**src/rtl/accum_resp_pkg.sv**
```systemverilog
// Shared definitions for the accum_resp responder: FSM state encoding and op codes.
package accum_resp_pkg;

  typedef enum logic [1:0] {
    IDLE   = 2'd0,
    ACK    = 2'd1,
    EXEC   = 2'd2,
    COMMIT = 2'd3
  } state_t;

  localparam logic OP_ADD = 1'b1;
  localparam logic OP_SUB = 1'b0;

endpackage

```
**src/rtl/accum_resp_if.sv**
```systemverilog
// Request/commit bus between an initiator (master) and the accum_resp responder (slave).
interface accum_resp_if #(
  parameter int W = 8
);
  // val_op is a level held by the initiator until op_ack rises; op_ack then stays
  // high until val_op drops; data_in/a_s are captured once, on acceptance.
  // op_commit is a single-cycle pulse qualifying data_out/ovf.
  logic [W-1:0] data_in;
  logic         a_s;
  logic         val_op;
  logic         op_ack;
  logic         op_commit;
  logic [W-1:0] data_out;
  logic         ovf;

  modport master (
    output data_in, a_s, val_op,
    input  op_ack, op_commit, data_out, ovf
  );

  modport slave (
    input  data_in, a_s, val_op,
    output op_ack, op_commit, data_out, ovf
  );
endinterface

```
**src/rtl/accum_resp_sat_addsub.sv**
```systemverilog
// Unsigned W-bit add/subtract that clamps to 2^W-1 on carry and to 0 on borrow.
module accum_resp_sat_addsub
  import accum_resp_pkg::*;
#(
  parameter int W = 8
) (
  input  logic [W-1:0] a,
  input  logic [W-1:0] b,
  input  logic         op,
  output logic [W-1:0] y,
  output logic         sat
);

  logic [W:0] ext;

  always_comb begin
    ext = '0;
    y   = '0;
    sat = 1'b0;
    case (op)
      OP_ADD: begin
        ext = {1'b0, a} + {1'b0, b};
        sat = ext[W];
        y   = sat ? '1 : ext[W-1:0];
      end
      OP_SUB: begin
        ext = {1'b0, a} - {1'b0, b};
        sat = ext[W];
        y   = sat ? '0 : ext[W-1:0];
      end
    endcase
  end

endmodule

```
**src/rtl/accum_resp.sv**
```systemverilog
// Saturating accumulator responder: IDLE->ACK->EXEC->COMMIT handshake FSM.
// Define SCAN_CHAIN_EN to enable the serial scan chain over the accumulator.
module accum_resp
  import accum_resp_pkg::*;
#(
  parameter int W        = 8,
  parameter int EXEC_CYC = 2
) (
  input  logic          clk,
  input  logic          reset,
  accum_resp_if.slave   bus,
  input  logic          sen,
  input  logic          scan_ce,
  input  logic          sin,
  output logic          sout,
  output state_t        fsm_state
);

  localparam int CW = $clog2(EXEC_CYC) + 1;

  state_t         state;
  logic [CW-1:0]  cnt;
  logic [W-1:0]   acc;
  logic [W-1:0]   opnd;
  logic           op;
  logic [W-1:0]   result;
  logic           sat;
  logic [W-1:0]   data_q;
  logic           ovf_q;
  logic           ack_q;
  logic           commit_q;
  logic           scan_block;
  logic           scan_shift;
  logic           scan_bit;

`ifdef SCAN_CHAIN_EN
  assign scan_block = sen;
  assign scan_shift = sen & scan_ce;
  assign scan_bit   = sin;
  assign sout       = acc[0];
`else
  logic unused_scan;
  assign unused_scan = ^{sen, scan_ce, sin};
  assign scan_block  = 1'b0;
  assign scan_shift  = 1'b0;
  assign scan_bit    = 1'b0;
  assign sout        = 1'b0;
`endif

  accum_resp_sat_addsub #(.W(W)) u_alu (
    .a   (acc),
    .b   (opnd),
    .op  (op),
    .y   (result),
    .sat (sat)
  );

  always_ff @(posedge clk) begin
    if (!reset) begin
      state    <= IDLE;
      cnt      <= '0;
      acc      <= '0;
      opnd     <= '0;
      op       <= OP_SUB;
      data_q   <= '0;
      ovf_q    <= 1'b0;
      ack_q    <= 1'b0;
      commit_q <= 1'b0;
    end else begin
      case (state)
        IDLE: begin
          if (bus.val_op && !scan_block) begin
            opnd  <= bus.data_in;
            op    <= bus.a_s;
            ack_q <= 1'b1;
            state <= ACK;
          end else if (scan_shift) begin
            acc <= {scan_bit, acc[W-1:1]};
          end
        end
        ACK: begin
          if (!bus.val_op) begin
            ack_q <= 1'b0;
            cnt   <= CW'(EXEC_CYC - 1);
            state <= EXEC;
          end
        end
        EXEC: begin
          // cnt counts down the remaining edges; the commit lands on the edge that sees 0
          if (cnt == '0) begin
            acc      <= result;
            data_q   <= result;
            ovf_q    <= sat;
            commit_q <= 1'b1;
            state    <= COMMIT;
          end else begin
            cnt <= cnt - CW'(1);
          end
        end
        COMMIT: begin
          commit_q <= 1'b0;
          state    <= IDLE;
        end
        default: state <= IDLE;
      endcase
    end
  end

  assign bus.op_ack    = ack_q;
  assign bus.op_commit = commit_q;
  assign bus.data_out  = data_q;
  assign bus.ovf       = ovf_q;
  assign fsm_state     = state;

endmodule
```
**src/flat_wrapper.sv**
```systemverilog
// flat-port wrapper written by rule: the top's interface ports become plain ports
module accum_resp_flat import accum_resp_pkg::*;
#(
  parameter int W        = 8,
  parameter int EXEC_CYC = 2
)
  (clk, reset, sen, scan_ce, sin, sout, fsm_state, bus_data_in, bus_a_s, bus_val_op, bus_op_ack, bus_op_commit, bus_data_out, bus_ovf);
  accum_resp_if #(.W(W)) bus_i ();
  input  logic clk;
  input  logic reset;
  input  logic sen;
  input  logic scan_ce;
  input  logic sin;
  output logic sout;
  output state_t fsm_state;
  input wire logic [$bits(bus_i.data_in)-1:0] bus_data_in;
  input wire logic [$bits(bus_i.a_s)-1:0] bus_a_s;
  input wire logic [$bits(bus_i.val_op)-1:0] bus_val_op;
  output wire logic [$bits(bus_i.op_ack)-1:0] bus_op_ack;
  output wire logic [$bits(bus_i.op_commit)-1:0] bus_op_commit;
  output wire logic [$bits(bus_i.data_out)-1:0] bus_data_out;
  output wire logic [$bits(bus_i.ovf)-1:0] bus_ovf;
  assign bus_i.data_in = bus_data_in;
  assign bus_i.a_s = bus_a_s;
  assign bus_i.val_op = bus_val_op;
  assign bus_op_ack = bus_i.op_ack;
  assign bus_op_commit = bus_i.op_commit;
  assign bus_data_out = bus_i.data_out;
  assign bus_ovf = bus_i.ovf;
  accum_resp #(.W(W), .EXEC_CYC(EXEC_CYC)) u_core (.clk(clk), .reset(reset), .bus(bus_i), .sen(sen), .scan_ce(scan_ce), .sin(sin), .sout(sout), .fsm_state(fsm_state));
endmodule
```
**config.mk**
```make
export PLATFORM = sky130hd
export DESIGN_NAME = accum_resp_flat
export DESIGN_NICKNAME = d
export VERILOG_FILES = /design/src/rtl/accum_resp_pkg.sv /design/src/rtl/accum_resp_if.sv /design/src/rtl/accum_resp_sat_addsub.sv /design/src/rtl/accum_resp.sv /design/src/flat_wrapper.sv
export SDC_FILE = /design/constraint.sdc
export NUM_CORES = 1
export LEC_CHECK = 0
export CAP_MARGIN = 20
export CORE_MARGIN = 1.5
export CORE_UTILIZATION = 40
export DETAILED_ROUTE_END_ITERATION = 6
export PLACE_DENSITY = 0.59
export SLEW_MARGIN = 20
export SYNTH_ARGS = -nofsm -noshare
export SYNTH_HDL_FRONTEND = slang
export SYNTH_HIERARCHICAL = 1
export SYNTH_SLANG_ARGS = --single-unit
export TNS_END_PERCENT = 50
```
**constraint.sdc**
```tcl
create_clock -name clk -period 2.8 [get_ports clk]
set_clock_uncertainty 0.1 [all_clocks]
set_input_delay 0.56 -clock clk [delete_from_list [all_inputs] [get_ports clk]]
set_output_delay 0.56 -clock clk [all_outputs]
set_load 0.005 [all_outputs]
```
==> summary.md <==
| Metric | Value |
|---|---|
| Hold Startpoint | u_core/bus.ovf$_SDFFE_PN0P_ |
| Total leakage power | 0.949 nW |
| Post-detailed-route via-to-cell ratio | 5.13 |
| F_max | 397 MHz |
| Global-route congestion overflow total | 0 |
| Share of the clock period used by the worst path after layout | 0.901 |
| YS warnings | 6 |
| Final Hold Violating Endpoints | 0 |
| Most frequent cells in the layout | sky130_fd_sc_hd__nand2_1 (43), sky130_fd_sc_hd__clkdlybuf4s50_1 (24), sky130_fd_sc_hd__dfxtp_1 (24) |
| Final core utilization | 0.494 |
| Proportion of power drawn by the clock network | 0.175 |
| Number of maximum-capacitance violations | 0 |
| Number of inserted diodes | 0 |
| Final setup fails | 0 |
| Worst slew slack as a fraction of its limit | 0.592 |
| Number of clock buffers inserted by TritonCTS | 3 |
| Synthesized area divided by synthesized cell count | 8.00 µm² |
| Cell-by-cell trace of the critical path | inv_1 -> ha_1 -> inv_1 -> a221oi_4 -> a211oi_4 -> o21ai_1 -> o21ai_0 -> nand2_1 -> a21boi_1 |
| Fraction of registers with async set or reset after synthesis | 0 |
| Placed Area | 2260 µm² |
| Worst min-delay path class | register to register |
| WL met1 | 2380 µm |
| Summed instance area of the synthesized netlist | 1950 µm² |
| Final hold slack | 357 ps |
| Proportion of synthesized chip area in sequential cells | 0.246 |
| Number of gates given a new drive strength after cts | 0 |
| Count of buffers inserted at the top-level ports | 24 |
| Proportion of power drawn by combinational gates | 0.551 |
| Met2 Routed Length | 1940 µm |
| Highest fanout seen on the critical path | 9 |
| Most common cell after layout, fill and taps aside | sky130_fd_sc_hd__nand2_1 |
| Peak per-stage delay on the critical path | 440 ps |
| Starting DRT DRC Count | 101 |
| Crit Reg-Reg Startpoint | u_core/opnd[5]$_SDFFE_PN0P_ |
| Slew at the pin closest to its max-slew limit | 609 ps |
| Via count of the first global-routing pass | 1634 |
| Total number of placement rows | 25 |
| Number of filler instances in the final layout | 480 |
| Post-route minimum period | 2520 ps |
| Combined area of the multi-input logic cells | 1330 µm² |
| Top Ports | 29 |
| Initial antenna violation count | 0 |
| Area of the placeable core | 4720 µm² |
| Number of max-slew violations in the final report | 0 |
| Die Area | 5310 µm² |
| Result of the run | complete, no violations |
| Pre-CTS worst setup slack | 325 ps |
| Gate count of the mapped netlist | 244 |
| Endpoint kind of the worst setup timing path | register |
| Routed length on met3 | 135 µm |
| Clock root buffer | sky130_fd_sc_hd__clkbuf_8 |
| Unrepaired setup endpoints after global routing | no |
| Fin nets | 307 |
| Worst path slowest cell | sky130_fd_sc_hd__a221oi_4 |
| HPWL after detailed placement | 3410 µm |
| Power Density | 748 nW/µm² |
| Required time at the worst-slack endpoint | 2870 ps |
| Worst IR drop on VDD | 441 µV |
| Number of flops mapped to enable cells by yosys | 0 |
| Top routing layer in use | met4 |
| Detailed Routing Iterations Pass 1 | 4 |
| Total number of clock tree sinks | 24 |
| Area of all placed cells without fillers | 2330 µm² |
| Global-route total usage across every layer | 0.182 |
| DRC violations left | 0 |
| Aggregate negative setup slack | 0 ps |
| Distinct cell type count after synthesis | 52 |
| CTS clk-pin slew, worst paths | 90 ps |
| Nets in the synthesized netlist | 283 |
| Maximum number of pins on one net before global-route repair | 27 |
| Crit path from | u_core/opnd[5]$_SDFFE_PN0P_ |
| Level count of the clock H-tree | 1 |
| Clock insertion delay at the later pin of the skew report | 270 ps |
| CP most frequent cell | sky130_fd_sc_hd__inv_1 |
| Internal power summed over all cells | 1.03 mW |
| Critical Path Source Type | register |
| Switching share of total power | 0.410 |
| WS Path Type | register to register |
| Net switching component of the power | 715 µW |
| Proportion of power drawn by flip-flops and latches | 0.274 |
| Share of post-route cells with drive strength above 1 | 0.0749 |
| Worst Path Arrival | 2590 ps |
| Flop and latch count out of synthesis | 24 |
| Register Area | 480 µm² |
| CTS tree | done |
| Starting Density | 0.414 |
| Wire length of the first global-routing pass | 7630 µm |
| Horiz. Die Dim | 72.9 µm |
| Number of buffers inserted for hold repair after clock tree synthesis | 0 |
| Routed WL | 4480 µm |
| Number of setup buffers added after CTS | 0 |
| Longest Clk Path Bufs | 2 |
| Last weighted congestion value of the routability-driven placer | 0.815 |
| Routed via count | 1715 |
| Die Y | 72.9 µm |
| Synth-to-Final Area Change | 19.3% |
| WL per Instance | 13.4 µm |
| Most common flop cell mapped by yosys | sky130_fd_sc_hd__dfxtp_1 |
| Final setup slack of the worst path | 278 ps |
| Antenna Nets Post-Route | 0 |
worst paths after layout:
path,cells after the start,endpoint,slack [ps]
max,9,u_core/bus.data_out[6]$_SDFFE_PN0P_,280
min,2,u_core/bus.ovf$_SDFFE_PN0P_,360
max reg2reg,9,u_core/bus.data_out[6]$_SDFFE_PN0P_,280
min reg2reg,2,u_core/bus.ovf$_SDFFE_PN0P_,360
critical path, delay by kind of cell, from the launching register on:
family | cells | cell delay [ps]
buf+inv | 2 | 190
flops | 1 | 370
fa+ha+maj | 1 | 380
simple gates | 1 | 100
compound gates | 5 | 1270
kinds of logic (layout without fill, tap and decap cells):
family / after synthesis / count (layout) / synth area share
other: 1 / 1 / 0.00192
DFF: 24 / 24 / 0.246
and+or+nand+nor: 77 / 77 / 0.174
adders and majority gates: 24 / 24 / 0.161
buffers and inverters: 33 / 56 / 0.0743
muxes: 2 / 2 / 0.0103
AOI/OAI and AO/OA: 83 / 83 / 0.332
final cells by class:
class	count	share of cell area
Multi-Input combinational cell	187	0.570
Sequential cell	24	0.206
Timing Repair Buffer	30	0.122
Tap cell	67	0.0360
Inverter	22	0.0354
Clock buffer	3	0.0177
Clock inverter	1	0.0129
synth_stat cells, types with 2 or more instances:
| cell | count | area share |
|---|---|---|
| sky130_fd_sc_hd__nand2_1 | 43 | 0.083 |
| sky130_fd_sc_hd__a21boi_0 | 10 | 0.038 |
| sky130_fd_sc_hd__nand3_1 | 9 | 0.023 |
| sky130_fd_sc_hd__a21oi_1 | 13 | 0.033 |
| sky130_fd_sc_hd__nor2_1 | 11 | 0.021 |
| sky130_fd_sc_hd__nand2b_1 | 2 | 0.0064 |
| sky130_fd_sc_hd__fa_1 | 2 | 0.021 |
| sky130_fd_sc_hd__buf_2 | 4 | 0.010 |
| sky130_fd_sc_hd__nor2b_1 | 3 | 0.0096 |
| sky130_fd_sc_hd__mux2i_1 | 2 | 0.010 |
| sky130_fd_sc_hd__inv_1 | 22 | 0.042 |
| sky130_fd_sc_hd__o311a_1 | 2 | 0.010 |
| sky130_fd_sc_hd__a21o_1 | 3 | 0.012 |
| sky130_fd_sc_hd__buf_4 | 2 | 0.0077 |
| sky130_fd_sc_hd__and2_1 | 2 | 0.0064 |
| sky130_fd_sc_hd__o211a_1 | 2 | 0.010 |
| sky130_fd_sc_hd__o21ai_1 | 2 | 0.0051 |
| sky130_fd_sc_hd__o31ai_1 | 4 | 0.015 |
| sky130_fd_sc_hd__ha_1 | 22 | 0.14 |
| sky130_fd_sc_hd__o21a_1 | 5 | 0.019 |
| sky130_fd_sc_hd__a21boi_1 | 12 | 0.046 |
| sky130_fd_sc_hd__o221ai_1 | 2 | 0.0090 |
| sky130_fd_sc_hd__clkbuf_1 | 3 | 0.0058 |
| sky130_fd_sc_hd__a221oi_1 | 3 | 0.013 |
| sky130_fd_sc_hd__dfxtp_1 | 24 | 0.25 |
| sky130_fd_sc_hd__o21ai_0 | 7 | 0.018 |
| sky130_fd_sc_hd__nor3_1 | 3 | 0.0077 |
metrics by stage:
step,power (mW),cells
after floorplan,1.18,244
after global routing,1.90,334
after CTS,1.75,334
after global placement,1.44,330
final,1.74,334
after detailed placement,1.44,330
per-layer routing:
metal,vias up,GRT usage
met4,0,0.0524
met5,-,0
met3,2,0.0262
met1,779,0.264
met2,23,0.280
li1,911,-
power by group through the flow:
stage                     logic (mW)  clock network (mW)  registers (mW)
after floorplan                0.710                   0           0.474
after global placement         0.954                   0           0.489
after detailed placement       0.956                   0           0.487
after CTS                      0.961               0.312           0.480
after global routing            1.08               0.327           0.493
final                          0.960               0.305           0.479
sequential cells by signal, indices dropped and copies added, names as in the netlist:
name / flops
u_core/bus.ovf: 1
u_core/fsm_state: 2
u_core/op: 1
u_core/cnt: 2
u_core/bus.op_ack: 1
u_core/bus.op_commit: 1
u_core/opnd: 8
u_core/bus.data_out: 8
Power figures use the tool's default switching activity.
